`config.mk`:
```
export PLATFORM = sky130hd
export DESIGN_NAME = cpu_periph_link
export DESIGN_NICKNAME = d
export VERILOG_FILES = /design/src/rtl/cpu_periph_pkg.sv /design/src/rtl/periph_rx.sv /design/src/rtl/cpu_periph_link.sv
export SDC_FILE = /design/constraint.sdc
export NUM_CORES = 1
export LEC_CHECK = 0
export BUFFER_PORTS_ARGS = -buffer_cell sky130_fd_sc_hd__buf_2
export CORE_AREA = 2 2 39 41
export CTS_CLUSTER_DIAMETER = 200
export DETAILED_ROUTE_END_ITERATION = 12
export DIE_AREA = 0 0 41 43
export GPL_TIMING_DRIVEN = 0
export PLACE_DENSITY = 0.67
export SYNTH_ARGS = -nofsm -noshare
export SYNTH_HDL_FRONTEND = slang
export SYNTH_SLANG_ARGS = --single-unit
```
`constraint.sdc`:
```
create_clock -name clk -period 1.45 [get_ports clk]
set_input_delay 0 -clock clk [delete_from_list [all_inputs] [get_ports clk]]
set_output_delay 0 -clock clk [all_outputs]
set_load 0.05 [all_outputs]
```
`src/rtl/cpu_periph_pkg.sv`:
```
// Shared types for the CPU/peripheral four-phase handshake link: data width
// default and the state encodings of both FSMs.
package cpu_periph_pkg;

  localparam int DATA_W_DEFAULT = 4;

  typedef enum logic [1:0] {
    C_PREP = 2'd0,
    C_SEND = 2'd1,
    C_WAIT = 2'd2
  } cpu_state_e;

  typedef enum logic [1:0] {
    P_IDLE = 2'd0,
    P_ACK  = 2'd1
  } periph_state_e;

endpackage

```
`src/rtl/periph_rx.sv`:
```
// Peripheral side of the four-phase handshake: acknowledges each send strobe
// and captures the offered data word on the P_IDLE->P_ACK edge.
module periph_rx
  import cpu_periph_pkg::*;
#(
  parameter int DATA_W = DATA_W_DEFAULT
) (
  input  logic              clk,
  input  logic              rst,
  input  logic              send_in,
  input  logic [DATA_W-1:0] dados_in,
  output logic              ack,
  output logic [1:0]        estadoPeriferico,
  output logic [DATA_W-1:0] dadosPeriferico
);

  periph_state_e     state_r;
  periph_state_e     state_s;
  logic              capture_s;
  logic              ack_r;
  logic [DATA_W-1:0] data_r;

  // Next-state and capture decision from the observed send strobe
  always_comb begin
    state_s   = P_IDLE;
    capture_s = 1'b0;
    case (state_r)
      P_IDLE: begin
        if (send_in) begin
          state_s   = P_ACK;
          capture_s = 1'b1;
        end else begin
          state_s = P_IDLE;
        end
      end
      P_ACK: begin
        if (send_in) begin
          state_s = P_ACK;
        end else begin
          state_s = P_IDLE;
        end
      end
      default: state_s = P_IDLE;
    endcase
  end

  // State, acknowledge and captured-data registers
  always_ff @(posedge clk or negedge rst) begin
    if (!rst) begin
      state_r <= P_IDLE;
      ack_r   <= 1'b0;
      data_r  <= {DATA_W{1'b0}};
    end else begin
      state_r <= state_s;
      ack_r   <= (state_s == P_ACK);
      if (capture_s) begin
        data_r <= dados_in;
      end
    end
  end

  assign ack              = ack_r;
  assign estadoPeriferico = state_r;
  assign dadosPeriferico  = data_r;

endmodule

```
`src/rtl/cpu_periph_link.sv`:
```
// CPU side of the link plus the peripheral instance. Define LINK_SYNC_EN to
// route send/ack through 2-flop synchronizers (13-clock transfer vs 5).
module cpu_periph_link
  import cpu_periph_pkg::*;
#(
  parameter int DATA_W = DATA_W_DEFAULT
) (
  input  logic              clk,
  input  logic              rst,
  output logic [1:0]        estadoCPU,
  output logic [1:0]        estadoPeriferico,
  output logic [DATA_W-1:0] dados,
  output logic              send,
  output logic              ack,
  output logic [DATA_W-1:0] dadosPeriferico
);

  cpu_state_e        cpu_state_r;
  cpu_state_e        cpu_state_s;
  logic [DATA_W-1:0] dados_r;
  logic [DATA_W-1:0] dados_s;
  logic              send_r;
  logic              ack_s;
  logic              send_seen_s;
  logic              ack_seen_s;

`ifdef LINK_SYNC_EN
  logic [1:0] send_sync_r;
  logic [1:0] ack_sync_r;

  // Cross each strobe through two flops before the opposite FSM looks at it
  always_ff @(posedge clk or negedge rst) begin
    if (!rst) begin
      send_sync_r <= 2'b00;
      ack_sync_r  <= 2'b00;
    end else begin
      send_sync_r <= {send_sync_r[0], send_r};
      ack_sync_r  <= {ack_sync_r[0], ack_s};
    end
  end

  assign send_seen_s = send_sync_r[1];
  assign ack_seen_s  = ack_sync_r[1];
`else
  assign send_seen_s = send_r;
  assign ack_seen_s  = ack_s;
`endif

  // CPU next-state; the word advances only once the peripheral has released ack
  always_comb begin
    cpu_state_s = C_PREP;
    dados_s     = dados_r;
    case (cpu_state_r)
      C_PREP: cpu_state_s = C_SEND;
      C_SEND: begin
        if (ack_seen_s) begin
          cpu_state_s = C_WAIT;
        end else begin
          cpu_state_s = C_SEND;
        end
      end
      C_WAIT: begin
        if (!ack_seen_s) begin
          cpu_state_s = C_PREP;
          dados_s     = dados_r + DATA_W'(1);
        end else begin
          cpu_state_s = C_WAIT;
        end
      end
      default: cpu_state_s = C_PREP;
    endcase
  end

  // CPU state, data word and send strobe registers
  always_ff @(posedge clk or negedge rst) begin
    if (!rst) begin
      cpu_state_r <= C_PREP;
      dados_r     <= {DATA_W{1'b0}};
      send_r      <= 1'b0;
    end else begin
      cpu_state_r <= cpu_state_s;
      dados_r     <= dados_s;
      send_r      <= (cpu_state_s == C_SEND);
    end
  end

  periph_rx #(
    .DATA_W(DATA_W)
  ) u_periph_rx (
    .clk              (clk),
    .rst              (rst),
    .send_in          (send_seen_s),
    .dados_in         (dados_r),
    .ack              (ack_s),
    .estadoPeriferico (estadoPeriferico),
    .dadosPeriferico  (dadosPeriferico)
  );

  assign estadoCPU = cpu_state_r;
  assign dados     = dados_r;
  assign send      = send_r;
  assign ack       = ack_s;

endmodule

```
# ---- Yosys cells after proc, flatten, opt, wreduce, memory -nomap -nowiden
# Cells that the tools add are included.
dict set report classes {
  reduce_logical 4
  n_bitwise 1
  eq_ne 5
  muxes 7
  n_addsub 1
}
# op count
set op_table {}
lappend op_table {{2-bit one-hot mux with 3 select lines} 1}
lappend op_table {{4-bit by 1-bit adder with 4-bit output, second input constant} 1}
lappend op_table {{2-bit by 1-bit equality test with 1-bit output, second input constant} 2}
lappend op_table {{2-bit logical NOT} 2}
lappend op_table {{1-bit two-way mux} 4}
lappend op_table {{2-bit two-way mux} 2}
lappend op_table {{1-bit equality test, second input constant} 2}
lappend op_table {{2-bit equality test, second input constant} 1}
lappend op_table {{2-bit AND reduction} 1}
lappend op_table {{2-bit OR reduction} 1}
lappend op_table {{1-bit NOT} 1}
dict set report word_totals {
  reg_bits 13
  word_cells 24
  out_inout_bits 14
  inputBits 2
}

# ---- Depth between registers and ports, before layout
dict set report logic_depth {
  word_depth 4
  mapped_depth 3
  depth_no_buf 3
}

# ---- Cells and area by module
# Synthesis repeated with hierarchy kept, for this count alone.
dict set report unflattened {
  cells_unflattened 32
  hier_area_um2 496.7
}
# module seq_area_each_um2 area_per_inst_um2 cells_per_inst n_inst
set by_module_without_submodules {}
lappend by_module_without_submodules {cpu_periph_link 175.2 279.0 19 1}
lappend by_module_without_submodules {periph_rx 125.1 217.7 13 1}

# ---- Worst setup path after synthesis
# Ideal clock, no wire load.
dict set report synth_path {
  path_type {reg2reg}
  startpoint {register cpu_state_r[1], in the netlist estadoCPU[1]}
  endpoint {register dados_r[1], in the netlist dados[1]}
  required_time_ns 1.325
  setup_time_ns 0.125
  path_buffers 0
  slack_ns -0.016
  arrival_ns 1.341
  path_stages_with_launch 3
  period_less_slack_ns 1.466
  path_cell_list {dfrtp_1 -> nor3b_4 -> mux2_2}
}
dict set report synth_via {
  elab_chain_cells 2
}
# element line_no
set synth_rtl {}
lappend synth_rtl {{from (decl)} cpu_periph_link.sv:18} ;# cpu_state_e cpu_state_r;
lappend synth_rtl {{from (signal assigned)} cpu_periph_link.sv:81} ;# cpu_state_r <= cpu_state_s;
lappend synth_rtl {{2-bit equality test} cpu_periph_link.sv:53} ;# case (cpu_state_r)
lappend synth_rtl {{2-bit AND reduction (no source line)} n/a}
lappend synth_rtl {{to (signal assigned)} cpu_periph_link.sv:78} ;# dados_r <= {DATA_W{1'b0}};
lappend synth_rtl {{to (signal assigned)} cpu_periph_link.sv:82} ;# dados_r <= dados_s;
lappend synth_rtl {{to (decl)} cpu_periph_link.sv:20} ;# logic [DATA_W-1:0] dados_r;
# Every way passes these cells.
# A chain may end at the register's enable or synchronous reset.

# ---- Worst setup path in the final report
dict set report layout_path {
  startpoint {register u_periph_rx.ack_r, in the netlist u_periph_rx.ack}
  endpoint {register dados_r[1], in the netlist dados[1]}
}
dict set report layout_via {
  elab_chain_cells 2
}
# element line_no
set layout_rtl {}
lappend layout_rtl {{from (decl)} periph_rx.sv:20} ;# logic ack_r;
lappend layout_rtl {{from (signal assigned)} periph_rx.sv:55} ;# ack_r <= (state_s == P_ACK);
lappend layout_rtl {{1-bit NOT (no source line)} n/a}
lappend layout_rtl {{2-bit AND reduction (no source line)} n/a}
# Every way passes these cells.

==> impl_metrics.json <==
{
  "status": "completed",
  "reg2reg_slack_ps": 210,
  "syn-num-nets": 35,
  "vias": 289,
  "cts_resized": 0,
  "clkTransAtPathRegs_ps": 70,
  "cts_setup_buffers": 0,
  "period_needed_ps": 1240,
  "cts_max_path_buffers": 2,
  "coreArea_sq_um": 1380,
  "drt-vias-per-instance": 4.31,
  "cts_buffers": 3,
  "drv_slew": 0,
  "ir_worst_vdd_mv": 0.746,
  "synthCells": 32,
  "cts_tree": "built",
  "dieArea_sq_um": 1760,
  "end_kind": "flop",
  "hold_buffers": 1,
  "crit_fanout": 7,
  "grt_pass1_wl_um": 1100,
  "antenna_found_initial": 0,
  "leakagePower_nw": 0.298,
  "layout_common_cells": "buf_2 (14), dfrtp_1 (11), mux2_2 (5)",
  "rsz0062_at_grt": "false",
  "yosysWarnings": 0,
  "drc": 0,
  "cp.arrival_ps": 1390,
  "ctsRootBufferMaster": "clkbuf_4",
  "htreeDepth": 1,
  "finalSetupViolCount": 0,
  "globalplace.congestion": 0.635,
  "fin_ws_ps": 207,
  "wl_per_cell_um": 10.6,
  "yosysUniqueCellTypes": 13,
  "r2r_end": "dados[1]$_DFFE_PN0P_",
  "initial_utilization_pct": 34.8,
  "nets": 55,
  "hp-class": "input pin to async pin",
  "start_kind": "flop",
  "layout-drive-gt1-share_pct": 54.9,
  "reg2reg_from": "u_periph_rx.ack$_DFF_PN0_",
  "cp.required_ps": 1600,
  "fill_cells": 139,
  "firstDrtPassIters": 2,
  "ys_seq_area_share_pct": 62.3,
  "drtAntennaViolNets": 0,
  "synth_area_leaders": "dfrtp_1 (62%), mux2_2 (12%), nor3b_4 (3.9%)",
  "overflow": 0,
  "multiInputGateArea_sq_um": 166,
  "finalClockSkew_ps": 7.79,
  "cts.sinks": 12,
  "num_rows": 14,
  "n_antenna_cell": 0,
  "routed_wl_um": 710,
  "drtIter0Drc": 1,
  "r2r_cells": 2,
  "synth.ff_latch_count": 12,
  "final_common_cell": "buf_2",
  "ff_latch_area_sq_um": 302,
  "timing.setup.tns_ps": 0,
  "insertion_delay_ps": 270,
  "synth_largest_area_cell": "dfrtp_1",
  "syn_avg_cell_area_sq_um": 15.1,
  "hold_violations": 0,
  "grt_usage_pct": 9.99,
  "portBuffers": 14,
  "area_delta_synth_final_pct": 28.6,
  "place_ws_ps": 222,
  "fp.dieH_um": 43,
  "p_per_area_nw_per_um2": 980,
  "fp.dieW_um": 41,
  "max_cap_viol_count": 0,
  "fin_crit_sh_pct": 85.7,
  "yosysTopAreaCellShare_pct": 62.3,
  "grt_pass1_vias": 262,
  "max_freq_mhz": 805,
  "critPathKind": "flop to flop",
  "ioPinCount": 16,
  "syn_area_sq_um": 482,
  "grt_max_degree": 13
}
## stage by stage
step	util (%)	hold slack, ps	instances	total power, mW	area [sq um]
after floorplan	-	-296	32	0.349	483
after global placement	41.4	-114	62	0.356	573
after detailed placement	41.4	-111	62	0.356	573
after CTS	44.8	127	67	0.621	619
after global routing	44.8	165	67	0.647	619
final	44.8	126	67	0.607	619
## critical path, stage by stage (launching register included)
cell	delay, ps
dfrtp_1	470
nor3b_4	300
mux2_2	360
## per-layer routing
| metal | share of wire (%) | vias up | GRT usage (%) | wire (um) |
|---|---|---|---|---|
| met3 | 9.6 | 0 | 9.42 | 68 |
| met4 | 0 | 0 | 2.00 | 0 |
| met2 | 49 | 10 | 14.4 | 349 |
| li1 | - | 143 | - | - |
| met5 | 0 | - | 0 | 0 |
| met1 | 41 | 136 | 10.5 | 292 |
## worst max-delay path by stage
stage | slack, ps | from | cells after the start | to
floorplan | 20 | u_periph_rx.ack$_DFF_PN0_ | 2 | u_periph_rx.dadosPeriferico[0]$_DFFE_PN0P_
global placement | 220 | u_periph_rx.ack$_DFF_PN0_ | 2 | dados[1]$_DFFE_PN0P_
detailed placement | 220 | u_periph_rx.ack$_DFF_PN0_ | 2 | dados[1]$_DFFE_PN0P_
CTS | 210 | u_periph_rx.ack$_DFF_PN0_ | 2 | dados[1]$_DFFE_PN0P_
global route | 150 | u_periph_rx.ack$_DFF_PN0_ | 2 | dados[1]$_DFFE_PN0P_
finish | 210 | u_periph_rx.ack$_DFF_PN0_ | 2 | dados[1]$_DFFE_PN0P_
## registers in the layout, summed over array words and instances (netlist names)
register / count
u_periph_rx.ack: 1
u_periph_rx.dadosPeriferico: 4
estadoCPU: 2
send: 1
dados: 4
## power breakdown
group	switching [mW]	internal, mW
Clock	0.103	0.152
Combinational	0.0122	0.00459
Sequential	0	0.334
## synth_stat cells
cell type and instances:
mux2_2 5, buf_4 2, xnor2_1 2, a21oi_1 2, nand2b_4 1, nand4_1 1, xor2_1 2, nand2_1 1
dfrtp_1 12, conb_1 1, and2_1 1, ha_1 1, nor3b_4 1
## layout make-up
class	instances	area share [%]
Sequential cell	12	48.7
Multi-Input combinational cell	18	26.9
Timing Repair Buffer	15	12.9
Clock buffer	4	5.86
Tap cell	16	3.23
Buffer	2	2.42
## cells by family after synthesis
| group | after synthesis | synth area share [%] |
|---|---|---|
| other | 1 | 0.778 |
| AO/OA/AOI/OAI | 2 | 2.08 |
| flip-flops | 12 | 62.3 |
| AND/OR/NAND/NOR | 5 | 10.1 |
| adder cells (fa/ha/maj) | 1 | 2.60 |
| buffers and inverters | 2 | 3.12 |
| XOR/XNOR | 4 | 7.27 |
| multiplexers | 5 | 11.7 |
Power figures use the tool's default switching activity.
